<file path="src/rtl/loader_pkg.sv">
// loader_pkg: shared state encoding and constants for the UART program loader
package loader_pkg;

    typedef enum logic [2:0] {
        IDLE,
        LEN_LO,
        LEN_HI,
        DATA,
        CHECK,
        DONE,
        ERROR
    } loader_state_t;

    localparam logic [7:0] SYNC_BYTE = 8'hA5;

endpackage

</file>
<file path="src/rtl/word_assembler.sv">
// word_assembler: packs little-endian bytes into 32-bit words and keeps a running XOR
module word_assembler (
    input  logic        clk,
    input  logic        rst,
    input  logic        clr,
    input  logic        en,
    input  logic [7:0]  data,
    output logic [1:0]  idx,
    output logic [31:0] word,
    output logic        word_done,
    output logic [7:0]  xor_sum
);

    logic [23:0] lanes;

    // Collect bytes 0..2 into lanes; byte 3 completes the word and raises a one-cycle done pulse
    always_ff @(posedge clk or negedge rst) begin
        if (!rst) begin
            lanes     <= '0;
            idx       <= '0;
            word      <= '0;
            word_done <= 1'b0;
            xor_sum   <= '0;
        end else begin
            word_done <= en && !clr && idx == 2'd3;
            if (clr) begin
                lanes   <= '0;
                idx     <= '0;
                xor_sum <= '0;
            end else if (en) begin
                idx     <= idx + 2'd1;
                xor_sum <= xor_sum ^ data;
                case (idx)
                    2'd0:    lanes[7:0]   <= data;
                    2'd1:    lanes[15:8]  <= data;
                    2'd2:    lanes[23:16] <= data;
                    default: word         <= {data, lanes};
                endcase
            end
        end
    end

endmodule

</file>
<file path="src/rtl/uart_loader.sv">
// uart_loader: receives a framed program image over UART, writes it to RAM, then releases the core
module uart_loader
    import loader_pkg::*;
#(
    parameter logic [31:0] BASE_ADDR = 32'h0000_0000,
    parameter int          MAX_WORDS = 1024
) (
    input  logic        clk,
    input  logic        rst,
    input  logic [7:0]  rxdata,
    input  logic        rxready,
    output logic        rxclk,
    output logic [31:0] mem_addr,
    output logic [31:0] mem_wdata,
    output logic        mem_we,
    output logic        busy,
    output logic        cpu_run,
    output logic        load_error,
    output logic [15:0] words_loaded
);

    localparam logic [16:0] MAX_W = 17'(MAX_WORDS);

    loader_state_t state, next_state;
    logic [7:0]  len_lo;
    logic [15:0] word_count;
    logic [15:0] count;
    logic [1:0]  idx;
    logic [7:0]  xor_sum;
    logic        accept;
    logic        data_en;
    logic        word_last_byte;

    // A byte is taken only when the previous pop strobe is low, which spaces acceptances two cycles apart
    assign accept         = rxready && !rxclk && state != DONE && state != ERROR;
    assign data_en        = accept && state == DATA;
    assign word_last_byte = data_en && idx == 2'd3;
    assign count          = {rxdata, len_lo};
    assign busy           = state == LEN_LO || state == LEN_HI || state == DATA || state == CHECK;
    assign cpu_run        = state == DONE;
    assign load_error     = state == ERROR;

    word_assembler u_asm (
        .clk       (clk),
        .rst       (rst),
        .clr       (accept && state == IDLE),
        .en        (data_en),
        .data      (rxdata),
        .idx       (idx),
        .word      (mem_wdata),
        .word_done (mem_we),
        .xor_sum   (xor_sum)
    );

    // State register
    always_ff @(posedge clk or negedge rst) begin
        if (!rst) state <= IDLE;
        else      state <= next_state;
    end

    // Frame parsing: advance only on accepted bytes; DONE and ERROR never accept, so they are terminal
    always_comb begin
        next_state = state;
        if (accept) begin
            case (state)
                IDLE:    next_state = rxdata == SYNC_BYTE ? LEN_LO : IDLE;
                LEN_LO:  next_state = LEN_HI;
                LEN_HI:  next_state = {1'b0, count} > MAX_W ? ERROR : count == 16'd0 ? CHECK : DATA;
                DATA:    next_state = word_last_byte && words_loaded + 16'd1 == word_count ? CHECK : DATA;
                CHECK:   next_state = rxdata == xor_sum ? DONE : ERROR;
                default: next_state = state;
            endcase
        end
    end

    // Pop strobe, length capture, and write address/count set up alongside the assembler's write pulse
    always_ff @(posedge clk or negedge rst) begin
        if (!rst) begin
            rxclk        <= 1'b0;
            len_lo       <= '0;
            word_count   <= '0;
            words_loaded <= '0;
            mem_addr     <= BASE_ADDR;
        end else begin
            rxclk <= accept;
            if (accept && state == LEN_LO) len_lo <= rxdata;
            if (accept && state == LEN_HI) word_count <= count;
            if (word_last_byte) begin
                mem_addr     <= BASE_ADDR + {14'd0, words_loaded, 2'b00};
                words_loaded <= words_loaded + 16'd1;
            end
        end
    end

endmodule

</file>
<file path="config.mk">
export PLATFORM = sky130hd
export DESIGN_NAME = uart_loader
export DESIGN_NICKNAME = d
export VERILOG_FILES = /design/src/rtl/loader_pkg.sv /design/src/rtl/word_assembler.sv /design/src/rtl/uart_loader.sv
export SDC_FILE = /design/constraint.sdc
export NUM_CORES = 1
export LEC_CHECK = 0
export BUFFER_PORTS_ARGS = -buffer_cell sky130_fd_sc_hd__buf_2
export CORE_ASPECT_RATIO = 0.5
export CORE_MARGIN = 2
export CORE_UTILIZATION = 24
export DETAILED_ROUTE_END_ITERATION = 8
export GPL_ROUTABILITY_DRIVEN = 0
export GPL_TIMING_DRIVEN = 0
export MAX_ROUTING_LAYER = met4
export PLACE_DENSITY_LB_ADDON = 0.3
export REMOVE_ABC_BUFFERS = 1
export SKIP_CTS_REPAIR_TIMING = 1
export SLEW_MARGIN = 15
export SYNTH_ARGS = -nofsm -noshare
export SYNTH_HDL_FRONTEND = slang
export SYNTH_SLANG_ARGS = --single-unit
</file>
<file path="constraint.sdc">
create_clock -name clk -period 2.7 [get_ports clk]
set_clock_uncertainty 0.2 [all_clocks]
set_input_delay 0.54 -clock clk [delete_from_list [all_inputs] [get_ports clk]]
set_output_delay 0.54 -clock clk [all_outputs]
set_load 0.01 [all_outputs]
</file>
Yosys cells after proc, flatten, opt, wreduce, memory -nomap -nowiden
Index checks and enable logic that the tools add are counted.
Word-level totals
  bits in writable memories: 0
  flip-flop bits (word level): 127
  bits in latches: 0
  word-level logic and storage cells: 78
  ROM bits: 0
  memories kept: 0
Operators by class
  equality and inequality tests: 14
  add/subtract/negate cells: 2
  reductions and logical operators: 30
  muxes and demuxes: 15
  $mul: 0
  shifts and indexed selects: 0
  bitwise operators: 3
  div/mod/pow operators: 0
  magnitude comparators: 1
Operators with widths (number)
  $mux 24: 2
  $mux 8: 5
  $add 16x1->16 const B: 1
  $eq 16x16->1: 1
  $gt 16x11->1 const B: 1
  $logic_not 16->1: 1
  $pmux 3 s5: 1
  $logic_and 1x1->1: 11
  $eq 3x3->1 const B: 3
  $mux 3: 3
  $eq 8x8->1: 1
  $eq 8x8->1 const B: 1
  $reduce_and 2->1: 4
  $reduce_bool 2->1: 4
  $xor 8x8->8: 1
  $eq 3x2->1 const B: 2
  $mux 2: 3
  $ne 3x3->1 const B: 2
  $reduce_bool 5->1: 1
  $eq 2x2->1 const B: 2
  $eq 3x1->1 const B: 1
  $logic_not 3->1: 1
  $logic_or 1x1->1: 3
  $reduce_and 3->1: 1
  7 further kinds: 9

Longest topological paths before layout
  depth in word-level cells: 9
  mapped depth: 9
  gate-level depth less buffers: 7

Cells and area by module
Synthesis repeated with hierarchy kept, for this count alone.
Unflattened totals
  cells, all modules: 554
  area total of the unflattened synthesis: 6294.8 um^2
By module, submodules not included
  uart_loader: cells each 327, area an instance 3271.9 um^2, times used 1, seq. area each 1501.4 um^2
  word_assembler: cells each 227, area an instance 3022.9 um^2, times used 1, seq. area each 1676.6 um^2

Worst setup path before layout
No wires, ideal clock.
  kind: input to register
  from: input port rxready
  to: register state[1]
  path buffers: 2
  data required time: 2.366 ns
  data arrival time: 2.144 ns
  setup time: 0.134 ns
  stages: 8
  setup slack: 0.222 ns
  cells stage by stage: or3b_1 buf_2 or2_1 buf_6 a2111oi_4 nand4_1 nor4_2 o211ai_1
On the way
  cells in the longest elaborated chain, start to end: 8
RTL lines
  from (decl): line uart_loader.sv:11  | input logic rxready,
  $logic_and 1x1->1 (*) (3 in a row): line uart_loader.sv:35  | assign accept = rxready && !rxclk && state != DONE && state != ERROR;
  $logic_and 1x1->1: line uart_loader.sv:36  | assign data_en = accept && state == DATA;
  $logic_and 1x1->1: line uart_loader.sv:37  | assign word_last_byte = data_en && idx == 2'd3;
  $logic_and 1x1->1: line uart_loader.sv:69  | DATA: next_state = word_last_byte && words_loaded + 16'd1 == word_count ? CHECK : DATA;
  $mux 3: line uart_loader.sv:69
  $pmux 3 s5: line uart_loader.sv:65  | case (state)
  to (signal assigned): line uart_loader.sv:58  | else state <= next_state;
  to (decl): line uart_loader.sv:24  | loader_state_t state, next_state;
Every way passes the cells marked *; elsewhere a longest branch is shown, timed or not.
A chain may end at the register's enable or synchronous reset.

Worst setup path after layout
  from: register state[2]
  to: register state[0]
On the way
  cells in the longest elaborated chain, start to end: 8
RTL lines (line)
  $ne 3x3->1: uart_loader.sv:35
  $logic_and 1x1->1 (2 in a row): uart_loader.sv:35
  $logic_and 1x1->1: uart_loader.sv:36
  $logic_and 1x1->1: uart_loader.sv:37
  $logic_and 1x1->1: uart_loader.sv:69
  $mux 3: uart_loader.sv:69
  $pmux 3 s5: uart_loader.sv:65
Parallel ways exist; a longest one is shown, timed or not.

==> metrics.md <==
| Metric | Value |
|---|---|
| IO Port Bufs | 79 |
| CP cell instances | or3b_4 > or2_4 > a2111oi_4 > nand4_1 > nor4_4 > o21ai_0 |
| Max-Cap Viols | 0 |
| PD cells | ~920 mW/mm^2 |
| P_int | 4.71 mW |
| Final Hold Fails | 0 |
| Sw frac | 31.2% |
| Routed via count | 4648 |
| Global route overflow | 0 |
| Routed wire length | 15900 um |
| Slowest cell on crit path | dfrtp_2 |
| First-pass detailed-route iteration total | 4 |
| Delay of the slowest critical-path stage | ~450 ps |
| Rows | 40 |
| #FFs+latches synth | 127 |
| Flop pwr share | 40.5% |
| Gate count after technology mapping | 644 |
| Setup crit end kind | flop |
| Hold Path Depth | 3 |
| Type of origin of the critical path | flop |
| Drt initial violations | 320 |
| H-Tree Depth | 4 |
| Reg2reg path depth | 6 |
| Status | completed |
| Post-DRT Antenna Nets | 0 |
| Die ar. | ~0.026 mm^2 |
| Synth Flop Type | dfrtp_1 |
| Clock share of power | around 37% |
| CTS Buffer Depth | 2 |
| Commonest non-fill, non-tap cells in the layout | nand2_1 (192), dfrtp_1 (122), buf_2 (78), nand3_1 (36), o21ai_0 (32) |
| Crit-path max FO | 7 |
| Area delta synth->final | 24.3% |
| Root Buffer | clkbuf_16 |
| Clock Latency Late Sink | 420 ps |
| YS warnings | 0 |
| Die H | 115 um |
| Post-synthesis cell area | 0.00596 mm^2 |
| Synth cell types | 49 |
| Vias/cell | roughly 4.4 |
| Switch Pwr | about 2.1 mW |
| Leakage power | ~3.6 nW |
| Final period util | 96.4% |
| Hpwl dp | 9990 um |
| First-pass GRT wire length | 24200 um |
| Commonest non-fill, non-tap cell in the layout | nand2_1 |
| VDD IR max | 448 uV |
| ANT cells | 0 |
| DRC | 0 |
| Clk sinks | 127 |
| Die Wd | 227 um |
| CTS tree | built |
| Synth Area per Inst | 9.25 um^2 |
| Crit path DAT | roughly 2700 ps |
| CTS clock-pin slew for the worst setup and hold paths | about 60 ps |
| Initial antenna violation count | 0 |
| Share of the synthesized area in the top cell type | 53.4% |
| Crit path time final | 2600 ps |
| Unrepaired setup endpoints after global routing | no |
| Initial Util | 24.6% |
| Number of global-route vias before repair | 4476 |
| Core ar. | 0.0242 mm^2 |
| Final Util | 30.6% |
| Max-slew headroom | 49.5% |
| All-Layer GR Usage | 12.5% |
| Largest net degree at the start of global routing | 67 |
| Synth area leaders | dfrtp_1 (53%), nand2_1 (12%), xnor2_1 (4.6%), mux2_2 (3.8%), nand3_1 (3.1%) |
| WS Path Type | flop to flop |
| Post-synth EDFFs | 0 |
| Final hold slack | 259 ps |
| Area leader, netlist | dfrtp_1 |
| Async set or reset register ratio after synthesis | 100% |
| Total CTS buffers | 17 |
| Ratio of cells with drive above 1 in the final layout | 22.4% |
| Slew Viols, Final | 0 |
| Ports | 96 |
| Setup violations, final | 0 |
| Worst min path class | input pin to flop |
| Combinational Power Share | roughly 22% |
| Layout Nets | approximately 730 |
| DR WL/cell | 14.9 um |
| Sequential share of the synthesized area | 53.4% |
| Top achievable clock speed | 0.384 GHz |
| Worst Path Required | 2780 ps |
| Worst slew pin tran | 755 ps |
## path summary, 6_finish.rpt
kind | from | slack [ps] | to
setup / recovery | state[2] | 100 | state[0]
hold / removal | rxdata[5] | 260 | u_asm.lanes[5]
setup reg to reg | state[2] | 100 | state[0]
hold reg to reg | mem_addr[14] | 260 | mem_addr[14]
max in group asynchronous | rst | 1070 | state[1]
min in group asynchronous | rst | 460 | u_asm.word[2]
## stage by stage
step,TNS (ps),std cells,cell area [um^2],setup WS [ps],total power [mW]
after floorplan,-38730,602,5730,-672,3.64
after CTS,-953,1053,7290,-338,6.90
after global routing,0,1065,7410,25.7,7.28
final,0,1065,7410,97.8,6.84
after detailed placement,-6820,1021,6630,-505,4.29
after global placement,-293170,1017,6540,-2520,4.24
## area by class of cell
class                   instances  area [um^2]
fillers                      2515        16800
flip-flops and latches        127         3180
multi-input cells             465         2550
repair buffers                 93          546
clock buffers                  17          425
well taps                     336          420
clock inverters                15          233
inverters                      12         45.0
## synthesized netlist by cell type (2+ instances only)
cell	n
ha_1	5
xor2_1	9
nor3_1	5
and3_1	3
o21ai_0	32
nand4_1	10
nor4_1	6
buf_4	16
nor2_1	24
or3_1	5
and4_1	3
xnor2_1	31
nand2b_1	9
inv_1	12
a21oi_1	26
nand3_1	37
clkbuf_1	33
o2111ai_1	3
dfrtp_1	127
o22ai_1	2
buf_2	5
buf_1	2
o211ai_1	2
o211a_1	2
nand2_1	192
mux2_2	20
## per-layer routing
metal  global-route usage (%)  wire length (um)  up-vias  share of wire, %
met5                        -                 0        -                 0
met4                     4.47               179        0               1.1
met3                     3.81               829       12               5.2
met2                     19.0              7360       84                46
met1                     15.7              7500     2293                47
li1                         -                 -     2259                 -
## flip-flops by register name, indices dropped and copies added, names as in the netlist
name,flops
rxclk,1
mem_addr,16
len_lo,8
u_asm.xor_sum,8
u_asm.lanes,24
u_asm.word,32
u_asm.idx,2
word_count,16
words_loaded,16
u_asm.word_done,1
state,3
## worst max-delay path: cells and delay by family, from the launching register on
family,cells,cell delay (ps)
AND/OR/NAND/NOR,4,1360
AO/OA/AOI/OAI,2,460
flip-flops,1,450
## cell families after synthesis
| family | Yosys count | synth area share (%) |
|---|---|---|
| AO/OA/AOI/OAI | 79 | 8.04 |
| XOR/XNOR | 40 | 5.88 |
| adder cells (fa/ha/maj) | 5 | 1.05 |
| buffers and inverters | 69 | 5.59 |
| flip-flops | 127 | 53.4 |
| multiplexers | 20 | 3.78 |
| other | 1 | 0.0630 |
| AND/OR/NAND/NOR | 303 | 22.2 |
## power by group through the flow
stage          registers (mW)  logic (mW)  clock network [mW]
2_1_floorplan            2.88       0.754                   0
3_3_place_gp             2.78        1.46                   0
3_5_place_dp             2.80        1.49                   0
4_1_cts                  2.77        1.50                2.63
5_1_grt                  2.85        1.72                2.71
6_report                 2.77        1.51                2.56
(Power assumes the default switching activity.)
